### src/rtl/uart_rx_fifo_pkg.sv
// Shared UART receive-path types: FSM state encoding, sticky error bundle and
// the idle-timeout length in characters.
package uart_defs;

  typedef enum logic [2:0] {
    IDLE,
    START,
    DATA,
    PARITY,
    STOP
  } RxState_t;

  typedef struct packed {
    logic overrun;
    logic frame;
    logic parity;
  } RxErr_t;

  localparam int TIMEOUT_CHARS = 4;

endpackage

### src/rtl/uart_sync_fifo.sv
// Synchronous first-word-fallthrough FIFO; head data reads as 0 while empty.
// Shared between the UART receive and transmit paths.
module uart_sync_fifo #(
  parameter int WIDTH = 8,
  parameter int DEPTH = 16
) (
  input  logic                     clk,
  input  logic                     rst_n,
  input  logic                     push_i,
  input  logic [WIDTH-1:0]         wdata_i,
  input  logic                     pop_i,
  output logic [WIDTH-1:0]         rdata_o,
  output logic                     valid_o,
  output logic [$clog2(DEPTH):0]   level_o,
  output logic                     overflow_o
);

  localparam int AW = $clog2(DEPTH);
  localparam logic [AW:0] FULL_LVL = (AW+1)'(DEPTH);
  localparam logic [AW:0] LVL_ONE  = (AW+1)'(1);
  localparam logic [AW-1:0] PTR_ONE = AW'(1);

  logic [WIDTH-1:0] mem_q [DEPTH];
  logic [AW-1:0]    wr_q;
  logic [AW-1:0]    rd_q;
  logic [AW:0]      level_q;
  logic             full;
  logic             do_push;
  logic             do_pop;

  assign valid_o    = (level_q != '0);
  assign full       = (level_q == FULL_LVL);
  assign do_pop     = pop_i && valid_o;
  // A pop in the same cycle frees the slot, so a full FIFO still accepts.
  assign do_push    = push_i && (!full || do_pop);
  assign overflow_o = push_i && full && !do_pop;
  assign rdata_o    = valid_o ? mem_q[rd_q] : '0;
  assign level_o    = level_q;

  always_ff @(posedge clk) begin
    if (do_push) mem_q[wr_q] <= wdata_i;
  end

  always_ff @(posedge clk) begin
    if (!rst_n) begin
      wr_q    <= '0;
      rd_q    <= '0;
      level_q <= '0;
    end else begin
      if (do_push) wr_q <= wr_q + PTR_ONE;
      if (do_pop)  rd_q <= rd_q + PTR_ONE;
      case ({do_push, do_pop})
        2'b10:   level_q <= level_q + LVL_ONE;
        2'b01:   level_q <= level_q - LVL_ONE;
        default: level_q <= level_q;
      endcase
    end
  end

endmodule

### src/rtl/uart_rx_fifo.sv
// Oversampling UART receiver with majority vote, FWFT receive FIFO, sticky
// errors and RTS. Optional idle-character timeout: define UART_RX_TIMEOUT_EN.
module uart_rx_fifo
  import uart_defs::*;
#(
  parameter int DATA_BITS  = 8,
  parameter int OSR        = 16,
  parameter int FIFO_DEPTH = 16,
  parameter int DIV_W      = 16
) (
  input  logic                            clk,
  input  logic                            rst_n,
  input  logic                            rx_i,
  input  logic                            enable_i,
  input  logic [DIV_W-1:0]                divider_i,
  input  logic                            parity_en_i,
  input  logic                            parity_odd_i,
  input  logic                            stop2_i,
  output logic [DATA_BITS-1:0]            rx_d_o,
  output logic                            rx_d_valid_o,
  input  logic                            rx_d_ready_i,
  output logic [$clog2(FIFO_DEPTH):0]     level_o,
  input  logic [$clog2(FIFO_DEPTH):0]     watermark_i,
  output logic                            irq_o,
  output logic                            rts_n_o,
  output logic                            parity_err_o,
  output logic                            frame_err_o,
  output logic                            overrun_o,
  input  logic                            status_clr_i,
  output logic                            timeout_o,
  output RxState_t                        dbg_state_o
);

  localparam int LW = $clog2(FIFO_DEPTH) + 1;
  localparam int SW = $clog2(OSR);
  localparam int BW = $clog2(DATA_BITS);
  localparam logic [SW-1:0] S_ONE   = SW'(1);
  localparam logic [SW-1:0] S_LAST  = SW'(OSR - 1);
  localparam logic [SW-1:0] S_V0    = SW'(OSR/2 - 1);
  localparam logic [SW-1:0] S_V1    = SW'(OSR/2);
  localparam logic [SW-1:0] S_V2    = SW'(OSR/2 + 1);
  localparam logic [BW-1:0] B_ONE   = BW'(1);
  localparam logic [BW-1:0] B_LAST  = BW'(DATA_BITS - 1);
  localparam logic [LW-1:0] RTS_LVL = LW'(FIFO_DEPTH - 2);
  localparam logic [DIV_W-1:0] D_ONE = DIV_W'(1);

  logic [1:0]           sync_q;
  logic                 rxs;
  logic [DIV_W-1:0]     div_cnt_q;
  logic                 tick;
  RxState_t             state_q;
  logic [SW-1:0]        s_q;
  logic [2:0]           v_q;
  logic [DATA_BITS-1:0] data_q;
  logic [BW-1:0]        bit_cnt_q;
  logic                 stop_cnt_q;
  logic                 par_en_q, par_odd_q, stop2_q;
  logic                 pend_par_q, pend_frame_q;
  logic                 line_ok_q;
  logic                 vote, bit_end, push, start_go;
  logic                 fifo_ovf;
  logic [LW-1:0]        level;
  RxErr_t               err_q, err_set;
  logic [2:0]           err_keep;
  logic                 rts_q;

  always_ff @(posedge clk) begin
    if (!rst_n) sync_q <= 2'b11;
    else        sync_q <= {sync_q[0], rx_i};
  end
  assign rxs = sync_q[1];

  assign tick = enable_i && (div_cnt_q == divider_i);
  always_ff @(posedge clk) begin
    if (!rst_n || !enable_i) div_cnt_q <= '0;
    else if (tick)           div_cnt_q <= '0;
    else                     div_cnt_q <= div_cnt_q + D_ONE;
  end

  assign vote     = (v_q[0] & v_q[1]) | (v_q[0] & v_q[2]) | (v_q[1] & v_q[2]);
  assign bit_end  = tick && (state_q != IDLE) && (s_q == S_LAST);
  assign push     = bit_end && (state_q == STOP) && (!stop2_q || stop_cnt_q);
  // A start is only accepted once the line has been seen idle, so a held
  // break does not retrigger frames back to back.
  assign start_go = tick && (state_q == IDLE) && !rxs && line_ok_q;

  always_ff @(posedge clk) begin
    if (!rst_n) begin
      state_q      <= IDLE;
      s_q          <= '0;
      v_q          <= 3'b111;
      data_q       <= '0;
      bit_cnt_q    <= '0;
      stop_cnt_q   <= 1'b0;
      par_en_q     <= 1'b0;
      par_odd_q    <= 1'b0;
      stop2_q      <= 1'b0;
      pend_par_q   <= 1'b0;
      pend_frame_q <= 1'b0;
      line_ok_q    <= 1'b0;
    end else if (!enable_i) begin
      state_q      <= IDLE;
      s_q          <= '0;
      pend_par_q   <= 1'b0;
      pend_frame_q <= 1'b0;
      line_ok_q    <= 1'b0;
    end else if (tick) begin
      if (state_q != IDLE) begin
        s_q <= (s_q == S_LAST) ? '0 : s_q + S_ONE;
        if (s_q == S_V0) v_q[0] <= rxs;
        if (s_q == S_V1) v_q[1] <= rxs;
        if (s_q == S_V2) v_q[2] <= rxs;
      end
      case (state_q)
        IDLE: begin
          if (start_go) begin
            state_q      <= START;
            s_q          <= '0;
            par_en_q     <= parity_en_i;
            par_odd_q    <= parity_odd_i;
            stop2_q      <= stop2_i;
            pend_par_q   <= 1'b0;
            pend_frame_q <= 1'b0;
          end else if (rxs) begin
            line_ok_q <= 1'b1;
          end
        end
        START: begin
          if (bit_end) begin
            state_q   <= vote ? IDLE : DATA;
            bit_cnt_q <= '0;
          end
        end
        DATA: begin
          if (bit_end) begin
            data_q     <= {vote, data_q[DATA_BITS-1:1]};
            bit_cnt_q  <= bit_cnt_q + B_ONE;
            stop_cnt_q <= 1'b0;
            if (bit_cnt_q == B_LAST) state_q <= par_en_q ? PARITY : STOP;
          end
        end
        PARITY: begin
          if (bit_end) begin
            if (vote != (^data_q ^ par_odd_q)) pend_par_q <= 1'b1;
            state_q <= STOP;
          end
        end
        STOP: begin
          if (bit_end) begin
            if (!vote) pend_frame_q <= 1'b1;
            stop_cnt_q <= 1'b1;
            if (push) begin
              state_q   <= IDLE;
              line_ok_q <= 1'b0;
            end
          end
        end
        default: state_q <= IDLE;
      endcase
    end
  end
  assign dbg_state_o = state_q;

  // rx_d_o/rx_d_valid_o form a valid/ready pair: a character is consumed on
  // any clk where both are high; valid never drops without a pop.
  uart_sync_fifo #(
    .WIDTH (DATA_BITS),
    .DEPTH (FIFO_DEPTH)
  ) u_fifo (
    .clk        (clk),
    .rst_n      (rst_n),
    .push_i     (push),
    .wdata_i    (data_q),
    .pop_i      (rx_d_ready_i),
    .rdata_o    (rx_d_o),
    .valid_o    (rx_d_valid_o),
    .level_o    (level),
    .overflow_o (fifo_ovf)
  );
  assign level_o = level;

  always_comb begin
    err_set         = '0;
    err_set.overrun = fifo_ovf;
    err_set.frame   = push && (pend_frame_q || !vote);
    err_set.parity  = push && pend_par_q;
  end

  assign err_keep = status_clr_i ? 3'b000 : err_q;
  always_ff @(posedge clk) begin
    if (!rst_n) err_q <= '0;
    else        err_q <= RxErr_t'(err_keep | err_set);
  end
  assign parity_err_o = err_q.parity;
  assign frame_err_o  = err_q.frame;
  assign overrun_o    = err_q.overrun;

  assign irq_o = (watermark_i != '0) && (level >= watermark_i);

  always_ff @(posedge clk) begin
    if (!rst_n) rts_q <= 1'b1;
    else        rts_q <= !enable_i || (level >= RTS_LVL);
  end
  assign rts_n_o = rts_q;

`ifdef UART_RX_TIMEOUT_EN
  localparam int TO_BITS = TIMEOUT_CHARS * (2 + DATA_BITS);
  localparam int TW      = $clog2(TO_BITS + 1);
  localparam logic [TW-1:0] TO_LIMIT = TW'(TO_BITS);
  localparam logic [TW-1:0] TO_ONE   = TW'(1);

  logic [SW-1:0] to_sub_q;
  logic [TW-1:0] to_cnt_q;
  logic          to_clr, to_run;

  assign to_clr = !enable_i || (rx_d_ready_i && rx_d_valid_o) || start_go;
  assign to_run = tick && (state_q == IDLE) && (level != '0) && (level < watermark_i);

  // Counts whole bit periods of idle line while a partial batch sits unread.
  always_ff @(posedge clk) begin
    if (!rst_n || to_clr) begin
      to_sub_q <= '0;
      to_cnt_q <= '0;
    end else if (to_run) begin
      to_sub_q <= (to_sub_q == S_LAST) ? '0 : to_sub_q + S_ONE;
      if ((to_sub_q == S_LAST) && (to_cnt_q != TO_LIMIT)) to_cnt_q <= to_cnt_q + TO_ONE;
    end
  end
  assign timeout_o = (to_cnt_q == TO_LIMIT);
`else
  assign timeout_o = 1'b0;
`endif

endmodule
### config.mk
export PLATFORM = sky130hd
export DESIGN_NAME = uart_rx_fifo
export DESIGN_NICKNAME = d
export VERILOG_FILES = /design/src/rtl/uart_rx_fifo_pkg.sv /design/src/rtl/uart_sync_fifo.sv /design/src/rtl/uart_rx_fifo.sv
export SDC_FILE = /design/constraint.sdc
export NUM_CORES = 1
export LEC_CHECK = 0
export CAP_MARGIN = 10
export CORE_UTILIZATION = 55
export DETAILED_ROUTE_END_ITERATION = 16
export GPL_ROUTABILITY_DRIVEN = 0
export HOLD_SLACK_MARGIN = 0.08
export PLACE_DENSITY = 0.75
export SYNTH_ARGS = -nofsm -noshare
export SYNTH_HDL_FRONTEND = slang
export SYNTH_SLANG_ARGS = --single-unit
### constraint.sdc
create_clock -name clk -period 7.5 [get_ports clk]
set_clock_uncertainty 0.15 [all_clocks]
set_input_delay 0.75 -clock clk [delete_from_list [all_inputs] [get_ports clk]]
set_output_delay 0.75 -clock clk [all_outputs]
set_load 0.005 [all_outputs]
==> results.toml, run 1 <==
[cells_and_area]
seq_area_sq_mm = 0.00519
diodes = 0
drive_gt1_share_pct = 12.6
area_delta_synth_final_pct = 15.1
multi_input_area_sq_mm = 0.00323
fill_cells = 1132
nets = 712

[grt]
antenna_found_initial = 0
grtUsageTotal_pct = 22.6
grt_pass1_vias = 5114
grt_first_pass_wirelength_microns = 27200
grt_max_degree = 41
global_route.overflow_total = 0

[clock_network]
cts_made_buffers = 17
cts_max_path_buffers = 2
cts_resized = 0
postCtsHoldBufs = 0
post_cts_buffers = 0
cts_sinks = 195
cts-root-buf = "clkbuf_16"
cts_tree = "yes"
clkLatencyLatePin_ns = 0.42
cts.clk_slew.worst_paths_ns = 0.07
htreeDepth = 4

[floorplanning]
fp.coreArea_sq_mm = 0.0153
io_pins = 53
die_w_microns = 127
rows = 45
start_util_pct = 56.4
fp.dieArea_sq_mm = 0.0162
die_h_microns = 127

[sta]
tightest_slew_ns = 0.827
holdWs_ns = 0.284
hold_viol_final = 0
max_freq_mhz = 234
finalCriticalPeriod_ns = 4.27
setup_slack_ns = 3.23
setup-tns-final_ns = 0
maxSlewHeadroom_pct = 44.8
rsz0062_at_grt = "false"
finalCritPeriodShare_pct = 57.0
setup_viol = 0
finalMaxSlewViolations = 0

[routing]
routedWlPerCell_microns = 19.0
wl_microns = 16900
firstDrtPassIters = 4
drt_iter0_drc = 349
vias_per_cell = 5.68
drc_errors = 0
vias = 5032
ant_nets = 0

[worst_setup_path]
path_max_fanout = 15
r2r-end = "u_fifo.level_o[4]"
rrSetupSlack_ns = 3.47
path_class = "primary input to register"
startpoint_type = "primary input"
cp.required_ns = 7.70
cpLargestDelayFamily = "simple AND/OR/NAND/NOR gates"
crit_start = "divider_i[7]"
worst_path_largest_cell_delay_ns = 0.52
critPathArrivalTime_ns = 4.47
r2r_start = "s_q[0]"
slowest_stage = "nor3_4"
path_buf_inv = 2
crit_chain = "clkdlybuf4s50_1, xor2_1, nor4_2, nand4_2, nor3_4, inv_1, ha_1, xor2_1, ha_1, a21boi_0, o221ai_1, and3_1, o21bai_1, mux2i_1"
critPathCaptureType = "register"
rr_worst_depth = 14

[power]
internal-power_mw = 1.71
p_per_area_mw_per_mm2 = 213
p_switching_uw = 397
seqPwrFrac_pct = 53.7
vdd_ir_drop_max_v = 0.000158
power_frac_clock_pct = 44.4
swShare_pct = 18.8
p_leak_nw = 3.73
p_comb_share_pct = 1.9

[yosys]
ys_ff_latch = 195
synth.largest_area_cell = "edfxtp_1"
ys_top_cells_by_area = "edfxtp_1, dfxtp_1, mux4_2"
yosys.cell_types.count = 56
synth_common_cells = "edfxtp_1, dfxtp_1, mux4_2"
synth_area_sq_mm = 0.00861
synth.net_count = 667
synth_ff_type = "edfxtp_1"
synth_edf_count = 128
syn_inst = 617
yosysSeqAreaShare_pct = 60.2
synth_top_area_share_pct = 44.6
synth.most_common_cell = "edfxtp_1"
ys.warnings.count = 0
async_flop_share_pct = 0
syn_avg_cell_area_sq_um = 14.0

[placed_design]
pre_cts_ws_ns = 2.81
port_buffers = 51
dp_hpwl_microns = 11300

[outcome]
status = "complete, no violations"

[run]
maxCapViolCount = 0

[hold_path]
hold_class = "register to register"
worstHoldPathCells = 1
holdPathEnd = "sync_q[1]"
hold_start = "sync_q[0]"
-- stage by stage --
step	utilization, %	area [sq um]	cells	total power [mW]
global placement	60.8	9270	853	1.19
floorplan	-	8610	617	1.17
detailed placement	60.8	9270	853	1.19
finish	65.0	9920	886	2.11
CTS	64.8	9890	885	2.13
global route	65.0	9920	886	2.17
-- how the worst max path moves through the flow --
| stage | cells after the start | endpoint | slack (ns) |
|---|---|---|---|
| after floorplan | 15 | u_fifo.level_o[4] | 3.71 |
| after global placement | 14 | u_fifo.level_o[4] | 3.10 |
| after detailed placement | 14 | u_fifo.level_o[4] | 2.81 |
| after CTS | 14 | u_fifo.level_o[4] | 3.27 |
| after global routing | 14 | u_fifo.level_o[4] | 2.88 |
| final | 14 | u_fifo.level_o[4] | 3.23 |
-- state kept, by name, summed over array words and instances (netlist names), 4 cells and up, named ones only --
signal          count
u_fifo.wr_q         4
u_fifo.mem_q      128
u_fifo.level_o      5
div_cnt_q          16
data_q              8
u_fifo.rd_q         4
s_q                 4
-- placed cells by master (no fill, tap or decap), drive strengths merged, types with 20 or more instances in the layout --
master and n:
edfxtp 128, nand2 21, clkdlybuf4s50 51, nor2 34
nand3 27, nor2b 25, inv 22, xnor2 21
mux4 40, dfxtp 67, ha 20, xor2 28
-- metal layers --
metal	routed length, microns	GRT usage [%]	part of all wire (%)	vias up
li1	-	-	-	2376
met1	7250	28.9	43	2516
met2	8800	39.1	52	123
met3	609	3.69	3.6	17
met4	214	7.91	1.3	0
met5	0	0	0	-
-- worst register-to-register path: stages (launching register included) --
cell and delay, ns:
dfxtp_1 0.40, ha_1 0.27, and3_1 0.28, o21ai_0 0.16, or3_4 0.41, nor3_4 0.41
inv_1 0.13, ha_1 0.31, xor2_1 0.17, ha_1 0.20, a21boi_0 0.27, o221ai_1 0.20
and3_1 0.22, o21bai_1 0.17, mux2i_1 0.21
-- final cells by class --
type | count | area share, %
multi-input cells | 375 | 32.6
inverters | 20 | 0.757
clock inverters | 13 | 1.83
clock buffers | 19 | 4.37
well taps | 211 | 2.66
flip-flops and latches | 195 | 52.3
repair buffers | 53 | 5.50
-- power by group through the flow --
stage	combinational (mW)	clock (mW)	sequential (mW)
global placement	0.0362	0	1.16
floorplan	0.0170	0	1.16
finish	0.0390	0.937	1.13
global route	0.0422	0.996	1.13
CTS	0.0379	0.956	1.13
detailed placement	0.0378	0	1.16
-- kinds of logic (layout without fill, tap and decap cells) --
kind of cell / Yosys count / count (layout) / synth area share, %
flip-flops: 195 / 195 / 60.2
adder cells (fa/ha/maj): 21 / 21 / 3.02
XOR/XNOR: 49 / 49 / 4.98
AO/OA/AOI/OAI: 62 / 62 / 4.56
AND/OR/NAND/NOR: 190 / 190 / 13.0
multiplexers: 52 / 52 / 11.9
buffers and inverters: 47 / 105 / 2.31
other: 1 / 1 / 0.0435
Note: power is estimated with default switching activity, not from simulation.
==> inputs of run 2 (changes only) <==
==> constraint.sdc (replaced) <==
create_clock -name clk -period 4.4 [get_ports clk]
set_clock_uncertainty 0.15 [all_clocks]
set_input_delay 0.44 -clock clk [delete_from_list [all_inputs] [get_ports clk]]
set_output_delay 0.44 -clock clk [all_outputs]
set_load 0.005 [all_outputs]
==> run 2 against run 1 <==
  * Via count grew 1.1%
  * Register-to-register slack lost 2.7 ns
  * Core utilization shrank 0.43 points
  * Clock power grew 53%
  * Final cell count grew 0.11%
  * Clock-buffer cell count shrank 2
  * Die area is the same
  * Largest power group unchanged
==> results.toml, run 2 (synthesis results as in run 1) <==
[grt]
global_route.overflow_total = 0
grt_pass1_vias = 5095
grtUsageTotal_pct = 21.9
grt_first_pass_wirelength_microns = 26500
grt_max_degree = 41
antenna_found_initial = 0

[cells_and_area]
nets = 714
design_area_sq_mm = 0.00985
area_delta_synth_final_pct = 14.4
largest_reg_flops = 128
largestRegisters = "u_fifo.mem_q (128), div_cnt_q (16), data_q (8)"
final_common_cell = "edfxtp_1"
mostFrequentLayoutCells = "edfxtp_1, dfxtp_1, clkdlybuf4s50_1"
top_register = "u_fifo.mem_q"
diodes = 0
drive_gt1_share_pct = 13.0

[sta]
finalCriticalPeriod_ns = 3.66
rsz0062_at_grt = "false"
max_freq_mhz = 273
hold_viol_final = 0
finalCritPeriodShare_pct = 83.2
setup-tns-final_ns = 0
finalMaxSlewViolations = 0
maxSlewHeadroom_pct = 54.7
setup_viol = 0
tightest_slew_ns = 0.678

[clock_network]
cts_made_buffers = 17
cts_max_path_buffers = 2
clkLatencyLatePin_ns = 0.43
cts_tree = "yes"
cts_sinks = 195
cts-root-buf = "clkbuf_16"
cts_resized = 0
post_cts_buffers = 0
cts.clk_slew.worst_paths_ns = 0.07
htreeDepth = 4
postCtsHoldBufs = 0

[routing]
ant_nets = 0
firstDrtPassIters = 4
routedWlPerCell_microns = 18.6
drt_iter0_drc = 443
wl_microns = 16500
vias_per_cell = 5.74
vias = 5087
drc_errors = 0

[power]
internal-power_mw = 2.70
p_leak_nw = 3.72
p_switching_uw = 720
p_per_area_mw_per_mm2 = 347
swShare_pct = 21.0
vdd_ir_drop_max_v = 0.000259
seqPwrFrac_pct = 56.4
power_frac_clock_pct = 41.8
p_comb_share_pct = 1.9

[worst_setup_path]
critPathArrivalTime_ns = 3.88
cp.required_ns = 4.62
rr_worst_depth = 13
path_max_fanout = 10
startpoint_type = "register"
path_class = "register to register"
critPathCaptureType = "register"

[floorplanning]
die_h_microns = 127
rows = 45
fp.dieArea_sq_mm = 0.0162
die_w_microns = 127
fp.coreArea_sq_mm = 0.0153
io_pins = 53
start_util_pct = 56.4

[placed_design]
port_buffers = 51
placed_cell_area_sq_mm = 0.00931
dp_hpwl_microns = 11200

[hold_path]
hold_class = "register to register"
worstHoldPathCells = 1

[run]
maxCapViolCount = 0

[outcome]
status = "complete, no violations"
## run 2: layout make-up
type | count | area (sq um)
Multi-Input combinational cell | 375 | 3230
Clock inverter | 14 | 118
Tap cell | 211 | 264
Fill cell | 1112 | 5410
Sequential cell | 195 | 5190
Timing Repair Buffer | 55 | 553
Clock buffer | 17 | 425
Inverter | 20 | 75.1
## run 2: power groups by stage
stage | Clock (mW) | Sequential [mW] | Combinational (mW)
after detailed placement | 0 | 1.97 | 0.0640
after global placement | 0 | 1.97 | 0.0620
after CTS | 1.45 | 1.93 | 0.0642
after global routing | 1.51 | 1.93 | 0.0694
final | 1.43 | 1.93 | 0.0638
after floorplan | 0 | 1.97 | 0.0289
## run 2: metrics by stage
stage                     cells  util [%]  power, mW  setup slack, ns  hold WS [ns]
after CTS                   887      64.6       3.44            0.685         0.293
after global placement      856      61.0       2.03            0.542         0.248
final                       887      64.6       3.42            0.741         0.280
after floorplan             617         -       2.00            0.920         0.236
after global routing        887      64.6       3.51            0.460         0.294
after detailed placement    856      61.0       2.03            0.422         0.275
## run 2: final timing paths
kind | start | end | slack (ns)
max | u_fifo.level_o[2] | u_fifo.level_o[4] | 0.74
min | sync_q[0] | sync_q[1] | 0.28
max reg2reg | u_fifo.level_o[2] | u_fifo.level_o[4] | 0.74
min reg2reg | sync_q[0] | sync_q[1] | 0.28
## run 2: worst max-delay path: stages, from the launching register on
cell and delay, ns:
dfxtp_1 0.41, or4_4 0.59, nor3b_1 0.39, or3_4 0.26, nor3_4 0.05, inv_1 0.09, ha_1 0.34, xor2_1 0.18
ha_1 0.20, a21boi_0 0.22, o221ai_1 0.17, and3_1 0.21, o21bai_1 0.16, mux2i_1 0.18
## run 2: metal layers
layer / vias up / wire [microns] / track usage, %
met1: 2520 / 6980 / 26.8
met2: 140 / 8340 / 38.2
met3: 38 / 725 / 3.60
li1: 2389 / - / -
met5: - / 0 / 0
met4: 0 / 421 / 10.2
==> inputs of run 3 (changes only) <==
--- a/config.mk
+++ b/config.mk
@@ -6,11 +6,11 @@
 export NUM_CORES = 1
 export LEC_CHECK = 0
 export CAP_MARGIN = 10
-export CORE_UTILIZATION = 55
+export CORE_UTILIZATION = 54
 export DETAILED_ROUTE_END_ITERATION = 16
 export GPL_ROUTABILITY_DRIVEN = 0
 export HOLD_SLACK_MARGIN = 0.08
-export PLACE_DENSITY = 0.75
+export PLACE_DENSITY = 0.76
 export SYNTH_ARGS = -nofsm -noshare
 export SYNTH_HDL_FRONTEND = slang
 export SYNTH_SLANG_ARGS = --single-unit
==> constraint.sdc (replaced) <==
create_clock -name clk -period 3.2 [get_ports clk]
set_clock_uncertainty 0.15 [all_clocks]
set_input_delay 0.32 -clock clk [delete_from_list [all_inputs] [get_ports clk]]
set_output_delay 0.32 -clock clk [all_outputs]
set_load 0.005 [all_outputs]
==> run 3 against run 2 <==
  * Register-to-register slack got worse by 0.63 ns
  * Total power increased by 40%
  * Global-route usage increased by 0.76 points
  * Hold slack got worse by 0.019 ns
  * Clock-buffer cell count increased by 1
  * Sequential power increased by 37%
  * Sequential share of layout area decreased by 2.0 points
  * Final cell count increased by 3.9%
  * First-iteration DRC count decreased by 22%
  * Combinational power increased by 41%
  * Critical path depth decreased by 8
  * Routed wire length increased by 6.3%
  * Critical endpoint is now rx_d_o[3]
  * Largest cell class unchanged
==> results.toml, run 3 (synthesis results as in run 1) <==
[power]
vdd_ir_drop_max_v = 0.000401
p_per_area_mw_per_mm2 = 467
power.total_mw = 4.79
p_leak_nw = 3.95

[placed_design]
dp_hpwl_microns = 11900
numPlacedInstances = 888
port_buffers = 51

[cells_and_area]
utilization_pct = 66.8
top_register = "u_fifo.mem_q"
drive_gt1_share_pct = 19.3
stdcell_count = 922
largestRegisters = "u_fifo.mem_q (128), div_cnt_q (16), data_q (8)"
nets = 748
area_delta_synth_final_pct = 19.2
mostFrequentLayoutCells = "edfxtp_1, dfxtp_1, clkdlybuf4s50_1"
largest_reg_flops = 128
diodes = 0
final_common_cell = "edfxtp_1"

[grt]
grtUsageTotal_pct = 22.7
grt_first_pass_wirelength_microns = 27500
grt_pass1_vias = 5288
global_route.overflow_total = 0
grt_max_degree = 41
antenna_found_initial = 0

[routing]
routedWlPerCell_microns = 19.0
wl_met3_microns = 648
m1WireLength_microns = 7280
ant_nets = 0
highest_layer = "met4"
wl_microns = 17500
drc_errors = 0
drt_iter0_drc = 346
vias = 5277
routed-wl-met2_microns = 9170
vias_per_cell = 5.72
firstDrtPassIters = 5

[floorplanning]
die_h_microns = 128
fp.dieArea_sq_mm = 0.0165
fp.coreArea_sq_mm = 0.0154
io_pins = 53
die_w_microns = 128
rows = 45
start_util_pct = 56.0

[sta]
finalMaxSlewViolations = 0
tightest_slew_ns = 0.673
holdWs_ns = 0.261
maxSlewHeadroom_pct = 55.1
finalCritPeriodShare_pct = 97.4
setup_viol = 0
finalCriticalPeriod_ns = 3.12
hold_viol_final = 0
rsz0062_at_grt = "false"
max_freq_mhz = 321

[clock_network]
postCtsHoldBufs = 0
htreeDepth = 4
clkLatencyLatePin_ns = 0.43
cts_made_buffers = 17
cts_sinks = 195
cts-root-buf = "clkbuf_16"
post_cts_buffers = 0
cts_max_path_buffers = 2
cts_tree = "yes"
cts.clk_slew.worst_paths_ns = 0.07

[hold_path]
hold_class = "register to register"

[worst_setup_path]
cp_common_cell = "mux4_2"
crit_chain = "clkbuf_16, mux4_2, mux4_2, nor2b_1, clkdlybuf4s50_1"
cp.required_ns = 2.73
slowest_stage = "mux4_2"
path_max_fanout = 8
critPathArrivalTime_ns = 2.65
worst_path_largest_cell_delay_ns = 0.52
path_class = "register to primary output"
startpoint_type = "register"
critPathCaptureType = "primary output"

[outcome]
status = "complete, no violations"

[run]
maxCapViolCount = 0
## run 3: path summary, 6_finish.rpt
| path | from | endpoint | slack (ns) | cells after the start |
|---|---|---|---|---|
| worst min-delay path | sync_q[0] | sync_q[1] | 0.26 | 1 |
| worst min register to register | sync_q[0] | sync_q[1] | 0.26 | 1 |
| worst max-delay path | register | rx_d_o[3] | 0.08 | 5 |
| worst max register to register | u_fifo.level_o[2] | u_fifo.level_o[4] | 0.11 | 13 |
## run 3: metal layers
layer  track usage [%]  vias to the layer above
li1                  -                     2454
met2              39.7                      143
met5                 0                        -
met4              8.86                        0
met3              4.26                       32
met1              27.7                     2648
## run 3: through the flow
stage                     area, sq um  setup WS (ns)  setup TNS [ns]
after floorplan                  8680        -0.0171         -0.0171
after detailed placement         9620         -0.213          -0.367
after global placement           9620         -0.147          -0.198
after global routing            10300         0.0102               0
after CTS                       10200        0.00656               0
final                           10300         0.0833               0
## run 3: what timing repair did
| item | CTS | global route |
|---|---|---|
| pin swaps | 0 | 4 |
| setup endpoints to repair | 3 | 4 |
| cloned | 1 | 1 |
| gates resized for setup | 2 | 5 |
## run 3: area by class of cell
type | instances | area (sq um)
clock buffers | 18 | 450
clock inverters | 14 | 128
fillers | 1119 | 5110
inverters | 20 | 77.6
multi-input cells | 375 | 3270
flip-flops and latches | 195 | 5200
well taps | 211 | 264
repair buffers | 89 | 873
## run 3: worst max-delay path, delay by kind of cell (launching register included)
family / cells / cell delay (ns)
mux: 2 / 0.99
buf+inv: 2 / 0.63
flops: 1 / 0.43
simple gates: 1 / 0.15
## run 3: power by group
| part | total [mW] | switching (mW) | internal (mW) | leakage (nW) |
|---|---|---|---|---|
| clock | 2.05 | 0.923 | 1.13 | 0.285 |
| combinational | 0.0902 | 0.0365 | 0.0537 | 1.63 |
| sequential | 2.65 | 0.00273 | 2.65 | 2.03 |
| total | 4.79 | 0.963 | 3.83 | 3.95 |
